--- src/rtl/core_seq_pkg.sv ---
// Shared definitions for the multi-cycle memory sequencer: state encoding,
// reset PC default and cycles-per-instruction figures for each instruction class.
package core_seq_pkg;

    typedef enum logic [2:0] {
        S_FETCH  = 3'd0,
        S_FWAIT  = 3'd1,
        S_EXEC   = 3'd2,
        S_LOAD   = 3'd3,
        S_LWAIT  = 3'd4,
        S_STORE  = 3'd5,
        S_COMMIT = 3'd6,
        S_HALTED = 3'd7
    } seq_state_t;

    localparam logic [31:0] RESET_PC_DEFAULT = 32'h0000_0000;

    localparam int unsigned CPI_ALU   = 4;
    localparam int unsigned CPI_STORE = 5;
    localparam int unsigned CPI_LOAD  = 6;

endpackage

--- src/rtl/core_mem_sequencer.sv ---
// Multi-cycle sequencer driving a single-cycle datapath from one unified,
// single-port synchronous memory; owns the PC and issues one commit per instruction.
module core_mem_sequencer
    import core_seq_pkg::*;
#(
    parameter int unsigned       ADDR_W   = 32,
    parameter int unsigned       DATA_W   = 32,
    parameter logic [ADDR_W-1:0] RESET_PC = ADDR_W'(RESET_PC_DEFAULT)
) (
    input  logic              clk,
    input  logic              reset,
    input  logic [ADDR_W-1:0] nPc,
    input  logic [ADDR_W-1:0] aluResult,
    input  logic [DATA_W-1:0] regData2,
    input  logic              memWrite,
    input  logic              memRead,
    input  logic              halt,
    input  logic [DATA_W-1:0] mem_rdata,
    output logic              mem_en,
    output logic              mem_we,
    output logic [ADDR_W-1:0] mem_addr,
    output logic [DATA_W-1:0] mem_wdata,
    output logic [DATA_W-1:0] instruction,
    output logic [DATA_W-1:0] memOut,
    output logic [ADDR_W-1:0] pc,
    output logic              core_step,
    output logic              halted,
    output logic              err,
    output logic [31:0]       retired
);

    seq_state_t state_q;
    seq_state_t state_d;

    logic              en_s;
    logic              we_s;
    logic              step_s;
    logic [ADDR_W-1:0] addr_s;
    logic [DATA_W-1:0] wdata_s;

    always_ff @(posedge clk or posedge reset) begin
        if (reset) begin
            state_q     <= S_FETCH;
            pc          <= RESET_PC;
            instruction <= '0;
            memOut      <= '0;
            retired     <= '0;
            err         <= 1'b0;
        end else begin
            state_q <= state_d;
            case (state_q)
                S_FETCH: begin
                    if (pc[1:0] != 2'b00)
                        err <= 1'b1;
                end
                S_FWAIT: instruction <= mem_rdata;
                S_EXEC: begin
                    if (memRead && memWrite)
                        err <= 1'b1;
                end
                S_LWAIT: memOut <= mem_rdata;
                S_COMMIT: begin
                    pc      <= nPc;
                    retired <= retired + 32'd1;
                end
                default: ;
            endcase
        end
    end

    always_comb begin
        state_d = state_q;
        en_s    = 1'b0;
        we_s    = 1'b0;
        step_s  = 1'b0;
        addr_s  = '0;
        wdata_s = '0;
        case (state_q)
            S_FETCH: begin
                en_s    = 1'b1;
                addr_s  = pc;
                state_d = S_FWAIT;
            end
            S_FWAIT: state_d = S_EXEC;
            S_EXEC: begin
                if (memWrite)
                    state_d = S_STORE;
                else if (memRead)
                    state_d = S_LOAD;
                else
                    state_d = S_COMMIT;
            end
            S_LOAD: begin
                en_s    = 1'b1;
                addr_s  = aluResult;
                state_d = S_LWAIT;
            end
            S_LWAIT: state_d = S_COMMIT;
            S_STORE: begin
                en_s    = 1'b1;
                we_s    = 1'b1;
                addr_s  = aluResult;
                wdata_s = regData2;
                state_d = S_COMMIT;
            end
            S_COMMIT: begin
                step_s  = 1'b1;
                state_d = halt ? S_HALTED : S_FETCH;
            end
            S_HALTED: state_d = S_HALTED;
            default:  state_d = S_FETCH;
        endcase
    end

    // Reset parks the FSM in FETCH, so strobes are masked by reset itself to keep
    // the bus idle while it is held and to drop a write the instant it asserts.
    always_comb begin
        mem_en    = en_s & ~reset;
        mem_we    = we_s & ~reset;
        core_step = step_s & ~reset;
        mem_addr  = reset ? '0 : addr_s;
        mem_wdata = reset ? '0 : wdata_s;
    end

    assign halted = (state_q == S_HALTED);

endmodule

--- config.mk ---
export PLATFORM = sky130hd
export DESIGN_NAME = core_mem_sequencer
export DESIGN_NICKNAME = d
export VERILOG_FILES = /design/src/rtl/core_seq_pkg.sv /design/src/rtl/core_mem_sequencer.sv
export SDC_FILE = /design/constraint.sdc
export NUM_CORES = 1
export LEC_CHECK = 0
export BUFFER_PORTS_ARGS = -buffer_cell sky130_fd_sc_hd__buf_2
export CAP_MARGIN = 20
export CORE_AREA = 2 2 127 129
export CTS_BUF_LIST = sky130_fd_sc_hd__clkbuf_8
export DETAILED_ROUTE_END_ITERATION = 8
export DIE_AREA = 0 0 129 131
export PLACE_DENSITY = 0.71
export SLEW_MARGIN = 30
export SYNTH_ARGS = -nofsm -noshare
export SYNTH_HDL_FRONTEND = slang
export SYNTH_SLANG_ARGS = --single-unit
--- constraint.sdc ---
create_clock -name clk -period 7.5 [get_ports clk]
set_input_delay 1.5 -clock clk [delete_from_list [all_inputs] [get_ports clk]]
set_output_delay 1.5 -clock clk [all_outputs]
set_load 0.01 [all_outputs]
; Word level (Yosys, flattened, before mapping)
; Cells that the tools add are included.
[word_totals]
regBits = 132
latch_bits = 0
ramBits = 0
mem_bits_ro = 0
in_bits = 133
mem_count = 0
[classes]
addsub = 1
mul = 0
div = 0
magnitude_cmp = 0
n_eq_ne = 9
n_shift = 0
mux = 14
n_bitwise = 4
n_reduce_logical = 8
[op_table]
columns = op, count
row1 = $mux 32, 3
row2 = $pmux 32 s2, 1
row3 = $add 32x1->32 const B, 1
row4 = $pmux 3 s7, 1
row5 = $eq 3x3->1 const B, 4
row6 = $mux 3, 3
row7 = $eq 3x2->1 const B, 2
row8 = $mux 1, 5
row9 = $ne 2x2->1 const B, 2
row10 = $reduce_bool 2->1, 2
row11 = $reduce_or 2->1, 2
row12 = $and 1x1->1, 3
row13 = $eq 3x1->1 const B, 1
row14 = $logic_not 3->1, 1
row15 = $reduce_and 3->1, 1
row16 = $reduce_or 3->1, 1
row17 = $pmux 1 s2, 1
row18 = $logic_and 1x1->1, 1
row19 = $not 1->1, 1

; Logic depth before layout (Yosys ltp)
; Gate-level depths: netlist of run 1.
[depth]
word_depth = 4
depth_mapped = 7
depth_no_buf = 5

; Worst setup path before layout of run 1
; Ideal clock, no wire load.
[synth_timing]
path_kind = input to output
from = in reset
to = out mem_wdata[22]
arrival_ns = 2.424
t_required_ns = 6.000
setup_slack_ns = 3.576
cell_stages = 4
cell_sequence = clkbuf_1 nor3_2 clkbuf_1 and2_1
[synth_between]
elab_chain_cells = 1
[synth_lines]
columns = element, line_no
row1 = "start, declared", core_mem_sequencer.sv:11  ; input logic reset,
row2 = $mux 32, core_mem_sequencer.sv:122  ; mem_wdata = reset ? '0 : wdata_s;
row3 = "end, declared", core_mem_sequencer.sv:22  ; output logic [DATA_W-1:0] mem_wdata,
; No other way between the ends.

; Final worst setup path of run 1
[layout_timing]
from = in reset
to = out mem_wdata[2]
; Same word-level chain as after synthesis.

==> metrics.md, run 1 <==
| Metric | Value |
|---|---|
| Outcome | finished, final reports clean |
| Initial DRT Pass Iterations | 4 |
| Post-CTS Resized | 0 |
| GRT Util Overall | 19.3% |
| Total grt overflow | 0 |
| Slowest-stage cell, CP | nor3_4 |
| Hold Buf Count CTS | 0 |
| Row cnt | 46 |
| Adder-cell share of the synthesized area | 0.208% |
| Async set or reset register ratio after synthesis | 100% |
| DP Area | 7860 µm² |
| Die ar. | ~17000 µm² |
| Starting density of the core | between 30% and 40% |
| Drt drc | 0 |
| IO buf count | roughly 330 |
| TritonCTS buffer count | 17 |
| Final core area utilization | between 50% and 60% |
| Largest net degree at the start of global routing | 69 |
| CP bufs+invs | 2 |
| Vias in the first global route | 4693 |
| Area of the core | ~16000 µm² |
| CP Launch Type | input pin |
| Fin crit period | 4.40 ns |
| Worst-path clk slew | about 0.080 ns |
| Initial antenna violation count | 5 |
| Worst Path Required | around 6.0 ns |
| Design area | between 8000 and 9000 µm² |
| Post-Syn Nets | around 620 |
| Lkg Pwr | approximately 4.2 nW |
| Sequential fraction of the synthesis area | a little over half |
| Synthesis-to-finish area growth | 37.2% |
| Worst Clk Skew | 0.0114 ns |
| # placed instances | 1004 |
| Crit-path cells | buf_2 > nor3_4 > and2_1 > buf_2 |
| CTS tree | yes |
| P per Cell Area | 368 nW/µm² |
| Min-Delay Path Class | register to register |
| WL final | ~17000 µm |
| Fmax | 0.227 GHz |
| Clk buf depth | 2 |
| Main combinational cell family by area after synthesis | multiplexers |
| Clk sink count | around 130 |
| Cells after synthesis | slightly below 500 |
| Fin crit share | 58.7% |
| Mapped cell area | approximately 6000 µm² |
| CP delay by family, top | simple AND/OR/NAND/NOR gates |
| Fin. Hold Viols | 0 |
| Slew of the pin with the lowest slew margin | about 0.84 ns |
| Kind of critical path | input pin to output pin |
| Via density | 4.88 |
| Setup TNS | 0 ns |
| Routability cong. | 0.791 |
| Die Y | around 130 µm |
| Crit-path max FO | 36 |
| RSZ-0062 raised after global routing | no |
| DIE WIDTH | 129 µm |
| Most used cell, CP | buf_2 |
| H-tree Lvls | 4 |
| Post-synth EDFFs | 0 |
| Post-CTS setup repair buffer count | 0 |
| Flop and latch count out of synthesis | 132 |
| Clock Latency Late Sink | 0.44 ns |
| Detailed-route via count | approximately 5100 |
| Post-DP HPWL | 12800 µm |
| Max cap viols | 0 |
| ANT nets after route | 0 |
| Nets | between 900 and 1000 |
| Compound-gate portion of the synthesized area | between 4 and 5% |
| Yosys cell types | 36 |
| CP max stage delay | around 0.7 ns |
| Slew Limit Fails | 0 |
| Maximum VDD drop | around 0.26 mV |
| Wire length per cell | roughly 16 µm |
| Slew headroom | 44.0% |
| CP Capture Type | output pin |
| Tot Pwr | 3.05 mW |
| Final cell count without fillers | 1039 |
| First-pass GRT wire length | about 25000 µm |
| I/O pin count | 330 |
| Dominant register cell in the synthesized netlist | dfrtp_1 |
| Setup violators final | 0 |
| Post-synthesis mux area share | between 10% and 20% |
| Xor-xnor portion of the synthesized cell area | between 4 and 5% |
| Share of cells above drive strength 1 | between 50% and 60% |
| Post-Synth Simple-Gate Area | between 10 and 15% |
| WP data arrival | 2.90 ns |
| Initial drt markers | between 200 and 300 |
| Yosys warns | 0 |
| Avg Cell Area, Syn | ~12 µm² |
| Clock root cell | clkbuf_8 |
[synth_stat cells, drive strengths merged, types with 2 or more instances]
| library cell | instances | area share [%] |
|---|---|---|
| and2 | 34 | 3.5 |
| dfrtp | 132 | 55 |
| nor4 | 4 | 0.98 |
| a21oi | 2 | 0.17 |
| nand2 | 12 | 0.75 |
| and3 | 5 | 0.52 |
| and4b | 2 | 0.33 |
| nor3 | 9 | 1.0 |
| nand3 | 12 | 1.2 |
| buf | 21 | 2.0 |
| xnor2 | 18 | 2.6 |
| nand4 | 14 | 1.7 |
| nor3b | 2 | 0.42 |
| and4 | 5 | 0.73 |
| inv | 4 | 0.25 |
| nor2 | 46 | 3.0 |
| clkbuf | 8 | 0.50 |
| nand2b | 2 | 0.21 |
| mux2 | 97 | 18 |
| xor2 | 14 | 2.0 |
| a22oi | 33 | 4.1 |
[flip-flops by register name (all words and copies together), names as in the netlist]
register,flops
memOut,32
retired,32
instruction,32
state_q,3
pc,32
err,1
[cell type report]
| class | instances | area (µm²) |
|---|---|---|
| Timing Repair Buffer | 334 | 1690 |
| Fill cell | 1426 | 7330 |
| Inverter | 4 | 20.0 |
| Multi-Input combinational cell | 318 | 2580 |
| Sequential cell | 132 | 3300 |
| Tap cell | 216 | 270 |
| Clock buffer | 18 | 248 |
| Antenna cell | 3 | 7.51 |
| Clock inverter | 14 | 150 |
[cell families after synthesis]
| kind of cell | after synthesis |
|---|---|
| buffers and inverters | 33 |
| AOI/OAI and AO/OA | 39 |
| and+or+nand+nor | 148 |
| xor gates and xnor gates | 32 |
| adders and majority gates | 1 |
| muxes | 98 |
| DFF | 132 |
[through the flow]
| stage | worst slack (ns) | hold WS (ns) |
|---|---|---|
| after floorplan | 2.06 | 0.493 |
| after global placement | 2.88 | 0.442 |
| after detailed placement | 3.10 | 0.443 |
| after CTS | 3.09 | 0.465 |
| after global routing | 2.98 | 0.487 |
| final | 3.10 | 0.459 |
[power breakdown]
part / switching, mW / internal [mW] / leakage, nW
combinational: 0.598 / 0.616 / 2.42
clock: 0.298 / 0.307 / 0.196
sequential: 0.225 / 1.00 / 1.62
total: 1.12 / 1.92 / 4.24
[worst register-to-register path: cells and delay by family, from the launching register on]
family / cells / cell delay [ns]
flip-flops: 1 / 0.78
AND/OR/NAND/NOR: 1 / 0.76
buffers and inverters: 1 / 0.41
multiplexers: 1 / 0.39
[path summary, 6_finish.rpt]
path | startpoint | to | slack, ns | cells past startpoint
setup / recovery | reset | mem_wdata[2] | 3.10 | 4
hold / removal | err | err | 0.46 | 1
setup reg to reg | state_q[2] | memOut[14] | 5.06 | 3
hold reg to reg | err | err | 0.46 | 1
max in group asynchronous | reset | retired[12] | 4.73 | 3
min in group asynchronous | reset | pc[31] | 1.51 | 2
[cells in the final DEF (no fill, tap or decap), types with 12 or more instances in the layout]
cell type  count
buf_2        329
dfrtp_1      132
mux2_2        86
nor2_1        45
and2_1        33
a22oi_1       33
xnor2_1       18
clkbuf_8      18
xor2_1        14
nand4_1       12
nand2_1       12
[routing by layer]
metal  GRT usage [%]  wire length (µm)
met3            5.66              1150
met1            21.7              6570
met4            8.57               471
met2            34.2              8850
met5               0                 0
(Power assumes the default switching activity.)
==> run 2: changes to the inputs <==
- ABC_AREA: not set -> 1
- CORE_AREA: 2 2 127 129 -> 2 2 129 131
- DIE_AREA: 0 0 129 131 -> 0 0 131 133
- PLACE_DENSITY: 0.71 -> 0.74
- clock period: 7.5 -> 3.87 ns (I/O delays scaled with it)
==> run 2 against run 1 <==
Synthesized area is 3.7% higher; register-to-register slack worse by 3.5 ns; highest routed layer unchanged; non-clock buffer count up 1; synthesized cell count grew 65%; count of clock-buffer cells in the layout unchanged; critical path depth is 1 higher; flip-flop and latch count did not move.
==> metrics.md, run 2 <==
| Metric | Value |
|---|---|
| Final worst slack | 0.833 ns (-2.26 ns) |
| Crit-path max FO | 33 (-8.3%) |
| Worst Clk Skew | 0.0109 ns (-0.000516 ns) |
| Design area | 8450 µm² (+2.3%) |
| RSZ-0062 raised after global routing | no |
| Min-Delay Path Class | register to register |
| GRT Util Overall | 20.9% (+1.6 points) |
| Worst Path Required | 3.10 ns (-2.90 ns) |
| Post-CTS setup repair buffer count | 0 (unchanged) |
| Dominant register cell in the synthesized netlist | dfrtp_1 |
| Flop and latch count out of synthesis | 132 (unchanged) |
| Die ar. | 17400 µm² (+3.1%) |
| IO buf count | 329 (unchanged) |
| Largest net degree at the start of global routing | 68 (-1.4%) |
| Yosys warns | 0 (unchanged) |
| Commonest cells in the netlist | nand2_1 (290), dfrtp_1 (132), inv_1 (93) |
| Setup violators final | 0 (unchanged) |
| DIE WIDTH | 131 µm (+1.6%) |
| Top-area cell type share of the netlist area | 52.9% (-2.0 points) |
| Async set or reset register ratio after synthesis | 100% (unchanged) |
| Lkg Pwr | 4.94 nW (+17%) |
| Most frequent cells in the layout | buf_2 (329), nand2_1 (290), dfrtp_1 (132) |
| Outcome | finished, final reports clean |
| Slew Limit Fails | 0 (unchanged) |
| Top-count cell post-synth | nand2_1 |
| Initial drt markers | 270 (+1.1%) |
| H-tree Lvls | 4 (unchanged) |
| ANT nets after route | 0 (unchanged) |
| Part of the power in the clock network | 19.8% (about the same) |
| Clk sink count | 132 (unchanged) |
| Sequential power share | 39.6% (-0.7 points) |
| Comb pwr share | 40.7% (+0.8 points) |
| Fmax | between 0.3 and 0.4 GHz |
| Initial DRT Pass Iterations | 4 (unchanged) |
| Mapped cell area | 6250 µm² (+3.7%) |
| DP Area | 8040 µm² (+2.3%) |
| Share of cells above drive strength 1 | 33.8% (-23 points) |
| Clock Latency Late Sink | 0.43 ns (about the same) |
| Yosys top cell by area | dfrtp_1 |
| Vias in the first global route | 5685 (+21%) |
| Maximum VDD drop | 0.458 mV (+73%) |
| Total grt overflow | 0 (unchanged) |
| Clk buf depth | 2 (unchanged) |
| Post-Syn Nets | 929 (+51%) |
| CP Launch Type | register |
| Drt drc | 0 (unchanged) |
| Synthesis-to-finish area growth | 35.3% |
| Max cap viols | 0 (unchanged) |
| CP Capture Type | output pin |
| Slew of the pin with the lowest slew margin | 0.820 ns (-0.0201 ns) |
| Fill cells | 1558 (+9.3%) |
| FF-to-FF setup slack | 1.56 ns (-3.50 ns) |
| Row cnt | 47 (+2.2%) |
| Fin crit share | approximately four fifths |
| Detailed-route via count | 6198 (+22%) |
| Sequential fraction of the synthesis area | 52.9% (-2.0 points) |
| Worst slack, placed | 1.15 ns (-1.94 ns) |
| TritonCTS buffer count | 17 (unchanged) |
| First-pass GRT wire length | 28200 µm (+14%) |
| Area of the core | 16200 µm² (+3.7%) |
| Initial antenna violation count | 1 (-4) |
| WL final | 18700 µm (+9.9%) |
| Cells after synthesis | 795 (+65%) |
| Slew headroom | 45.1% (+1.1 points) |
| Commonest non-fill, non-tap cell in the layout | buf_2 |
| Routability cong. | 0.874 (+11%) |
| Fin crit period | roughly 3.0 ns |
| Tot Pwr | 5.84 mW (+92%) |
| Die Y | 133 µm (+1.5%) |
| Net switching power | 2.43 mW (+120%) |
| Fin. Hold Viols | 0 (unchanged) |
| Post-DP HPWL | 14300 µm (+12%) |
| I/O pin count | 330 (unchanged) |
| Yosys cell types | 26 (-28%) |
| P per Cell Area | 691 nW/µm² (+88%) |
| Hold Buf Count CTS | 0 (unchanged) |
| Wire length per cell | 13.9 µm (-15%) |
| CTS tree | yes |
| WP data arrival | 2.26 ns (-0.64 ns) |
| Via density | 4.59 (-6.0%) |
| Post-synth EDFFs | 0 (unchanged) |
| Avg Cell Area, Syn | 7.86 µm² (-37%) |
| Synth top area cells | dfrtp_1 (53%), nand2_1 (17%), o21ai_0 (5.6%) |
| Worst-path clk slew | 0.07 ns (about the same) |
| Int Power | 3.41 mW (+77%) |
| Starting density of the core | 38.6% (about the same) |
| Post-CTS Resized | 0 (unchanged) |
| Clock root cell | clkbuf_8 |
| Sw Ratio | 41.6% (+4.8 points) |
| Kind of critical path | register to output pin |
| Nets | 1250 (+33%) |
==> run 2: area by class of cell <==
| class | instances | area (µm²) | area share [%] |
|---|---|---|---|
| Timing Repair Buffer | 335 | 1700 | 20.1 |
| Multi-Input combinational cell | 534 | 2410 | 28.5 |
| Inverter | 96 | 364 | 4.31 |
| Antenna cell | 1 | 2.50 | 0.0296 |
| Clock inverter | 14 | 154 | 1.82 |
| Sequential cell | 132 | 3300 | 39.1 |
| Clock buffer | 18 | 248 | 2.93 |
| Tap cell | 220 | 275 | 3.26 |
==> run 2: worst paths after layout <==
| path | startpoint | cells after the start | to |
|---|---|---|---|
| hold / removal | instruction[23] | 2 | instruction[23] |
| min in group asynchronous | reset | 3 | pc[31] |
| hold reg to reg | instruction[23] | 2 | instruction[23] |
| setup / recovery | state_q[1] | 5 | mem_addr[0] |
| max in group asynchronous | reset | 4 | instruction[31] |
| setup reg to reg | state_q[0] | 6 | state_q[1] |
==> run 2: critical path, stage by stage (launching register included) <==
cell	delay (ns)
dfrtp_1	0.50
nand2_1	0.17
o21ai_4	0.67
nand2_1	0.12
a21oi_1	0.19
buf_2	0.16
==> run 2: cell families after synthesis <==
| kind of cell | after synthesis | share of synthesized area, % |
|---|---|---|
| compound gates | 108 | 8.93 |
| fa+ha+maj | 1 | 0.200 |
| simple gates | 405 | 26.5 |
| flops | 132 | 52.9 |
| xor+xnor | 20 | 2.80 |
| buf+inv | 129 | 8.75 |
==> run 2: power groups by stage <==
stage / combinational (mW) / sequential (mW) / clock (mW)
after CTS: 2.41 / 2.31 / 1.19
after global placement: 2.34 / 2.32 / 0
after global routing: 2.69 / 2.38 / 1.25
after floorplan: 1.20 / 2.52 / 0
final: 2.38 / 2.31 / 1.15
after detailed placement: 2.42 / 2.31 / 0
==> run 2: through the flow <==
stage	std cells	utilization, %	setup TNS [ns]	hold WS [ns]
after global routing	1350	52.3	0	0.501
final	1350	52.3	0	0.481
after floorplan	795	-	-0.0681	0.512
after global placement	1317	49.7	0	0.455
after detailed placement	1317	49.7	0	0.469
after CTS	1349	52.2	0	0.486
==> run 2: layer usage <==
metal  part of all wire (%)  routed length (µm)  vias to the layer above  track usage (%)
li1                       -                   -                     3086                -
met3                    8.3                1550                       22             6.91
met1                     39                7320                     2840             24.2
met2                     51                9540                      250             36.4
met5                      0                   0                        -                0
met4                    1.7                 316                        0             6.44
==> run 3: changes to the inputs <==
- PLACE_DENSITY: 0.74 -> 0.71
- clock period: 3.87 -> 3.1 ns (I/O delays scaled with it)
==> run 3 against run 2 <==
Register-to-register slack lost 0.26 ns; clock power grew 32%; die area is the same; non-clock buffer count shrank 1; count of clock-buffer cells in the layout shrank 1; via count grew 0.73%; flip-flop and latch count is the same; global-route usage grew 1.2 points; worst hold slack lost 0.11 ns; routed wire length grew 4.9%; critical path type unchanged.
==> metrics.md, run 3 (synthesis results as in run 2) <==
| Metric | Value |
|---|---|
| Worst-path clk slew | 0.08 ns (about the same) |
| Most used cell, CP | nand2_1 |
| CP Launch Type | register |
| ANT nets after route | 0 (unchanged) |
| FF-to-FF setup slack | 1.30 ns (-0.26 ns) |
| RSZ-0062 raised after global routing | no |
| Setup violators final | 0 (unchanged) |
| WP data arrival | 2.25 ns (about the same) |
| Outcome | finished, final reports clean |
| Worst Path Required | 2.48 ns (-0.62 ns) |
| Clk sink count | 132 (unchanged) |
| IO buf count | 329 (unchanged) |
| Commonest non-fill, non-tap cell in the layout | buf_2 |
| Clock Latency Late Sink | 0.44 ns (about the same) |
| Slew Limit Fails | 0 (unchanged) |
| Area of the core | 16200 µm² (unchanged) |
| Starting density of the core | 38.6% (unchanged) |
| TritonCTS buffer count | 17 (unchanged) |
| Worst Clk Skew | 0.00896 ns (-0.00192 ns) |
| Post-DP HPWL | 14400 µm (+0.81%) |
| Total grt overflow | 0 (unchanged) |
| Largest net degree at the start of global routing | 133 (+96%) |
| CP Capture Type | output pin |
| Die ar. | 17400 µm² (unchanged) |
| Share of cells above drive strength 1 | 33.9% (about the same) |
| First-pass GRT wire length | 29600 µm (+5.0%) |
| CP max stage delay | 0.67 ns (about the same) |
| Nets | 1250 (unchanged) |
| Fmax | 0.348 GHz |
| DIE WIDTH | 131 µm (unchanged) |
| Fin crit share | 92.6% |
| Cells on worst reg2reg path | 6 (unchanged) |
| Lkg Pwr | 4.93 nW (about the same) |
| I/O pin count | 330 (unchanged) |
| Clk buf depth | 2 (unchanged) |
| Final core area utilization | 52.5% (+0.28 points) |
| Post-CTS setup repair buffer count | 0 (unchanged) |
| Hold depth | 3 (+1) |
| Fin. Hold Viols | 0 (unchanged) |
| Design area | 8500 µm² (+0.53%) |
| WP depth | 5 (unchanged) |
| Initial drt markers | 331 (+23%) |
| Die Y | 133 µm (unchanged) |
| Detailed-route via count | 6243 (+0.73%) |
| Slew headroom | 49.6% (+4.5 points) |
| Slowest-stage cell, CP | o21ai_2 |
| Min-Delay Path Class | input pin to register |
| CP delay by family, top | compound AO/OA/AOI/OAI gates |
| Via density | 4.60 (+0.13%) |
| Worst r2r dst | retired[4] |
| Synthesis-to-finish area growth | 36.0% |
| Hold Buf Count CTS | 0 (unchanged) |
| Slew of the pin with the lowest slew margin | 0.756 ns (-0.0641 ns) |
| Maximum VDD drop | 0.503 mV (+9.9%) |
| Initial DRT Pass Iterations | 4 (unchanged) |
| GRT Util Overall | 22.1% (+1.2 points) |
| Kind of critical path | register to output pin |
| Tot Pwr | 7.40 mW (+27%) |
| H-tree Lvls | 4 (unchanged) |
| Max cap viols | 0 (unchanged) |
| Fin crit period | 2.87 ns |
| P per Cell Area | 871 nW/µm² (+26%) |
| Routability cong. | 0.862 (-1.4%) |
| Post-CTS Resized | 0 (unchanged) |
| Drt drc | 0 (unchanged) |
| DP Area | 8050 µm² (about the same) |
| Reg-to-reg startpoint | state_q[0] |
| Crit path launch | state_q[1] |
| Initial antenna violation count | 10 (+9) |
| Most frequent cells in the layout | buf_2 (329), nand2_1 (290), dfrtp_1 (132) |
| Vias in the first global route | 5821 (+2.4%) |
| Row cnt | 47 (unchanged) |
| Wire length per cell | 14.5 µm (+4.3%) |
| WL final | 19600 µm (+4.9%) |
| Worst setup path endpoint | mem_addr[22] |
| Clock root cell | clkbuf_8 |
| CP bufs+invs | 1 (unchanged) |
| Crit-path cells | nand2_1 > o21ai_2 > nand2_1 > a21oi_1 > buf_2 |
| CTS tree | yes |
| Crit-path max FO | 16 (-52%) |
[run 3: worst min path at each step]
stage               startpoint  slack, ns     end
finish                 nPc[13]       0.37  pc[13]
global route           nPc[28]       0.35  pc[28]
CTS                    nPc[17]       0.34  pc[17]
detailed placement         err       0.45     err
global placement           err       0.45     err
floorplan                  err       0.51     err
[run 3: through the flow]
step	instances	hold slack (ns)	worst slack, ns	setup TNS, ns
floorplan	795	0.512	-0.530	-0.530
global placement	1316	0.452	0.737	0
detailed placement	1316	0.454	0.706	0
CTS	1347	0.339	0.204	0
global route	1354	0.349	0.0674	0
finish	1358	0.370	0.229	0
[run 3: final cells by class]
type                    instances  area, µm²
fillers                      1571       7670
flip-flops and latches        132       3300
multi-input cells             535       2420
repair buffers                334       1700
inverters                      96        364
well taps                     220        275
clock buffers                  17        234
clock inverters                14        180
diodes                         10       25.0
[run 3: worst min-delay path, delay by kind of cell]
kind          cells  cell delay (ns)
buf+inv           1             0.07
simple gates      2             0.08
[run 3: where the power goes]
group	switching (mW)	internal [mW]	leakage (nW)
Combinational	1.87	1.11	3.08
Sequential	0.500	2.40	1.66
Clock	0.716	0.800	0.191
[run 3: per-layer routing]
metal | track usage [%] | vias to the layer above | part of all wire [%]
met4 | 11.9 | 0 | 3.6
met3 | 6.75 | 32 | 8.6
met5 | 0 | - | 0
li1 | - | 3097 | -
met1 | 25.4 | 2868 | 39
met2 | 36.6 | 246 | 49
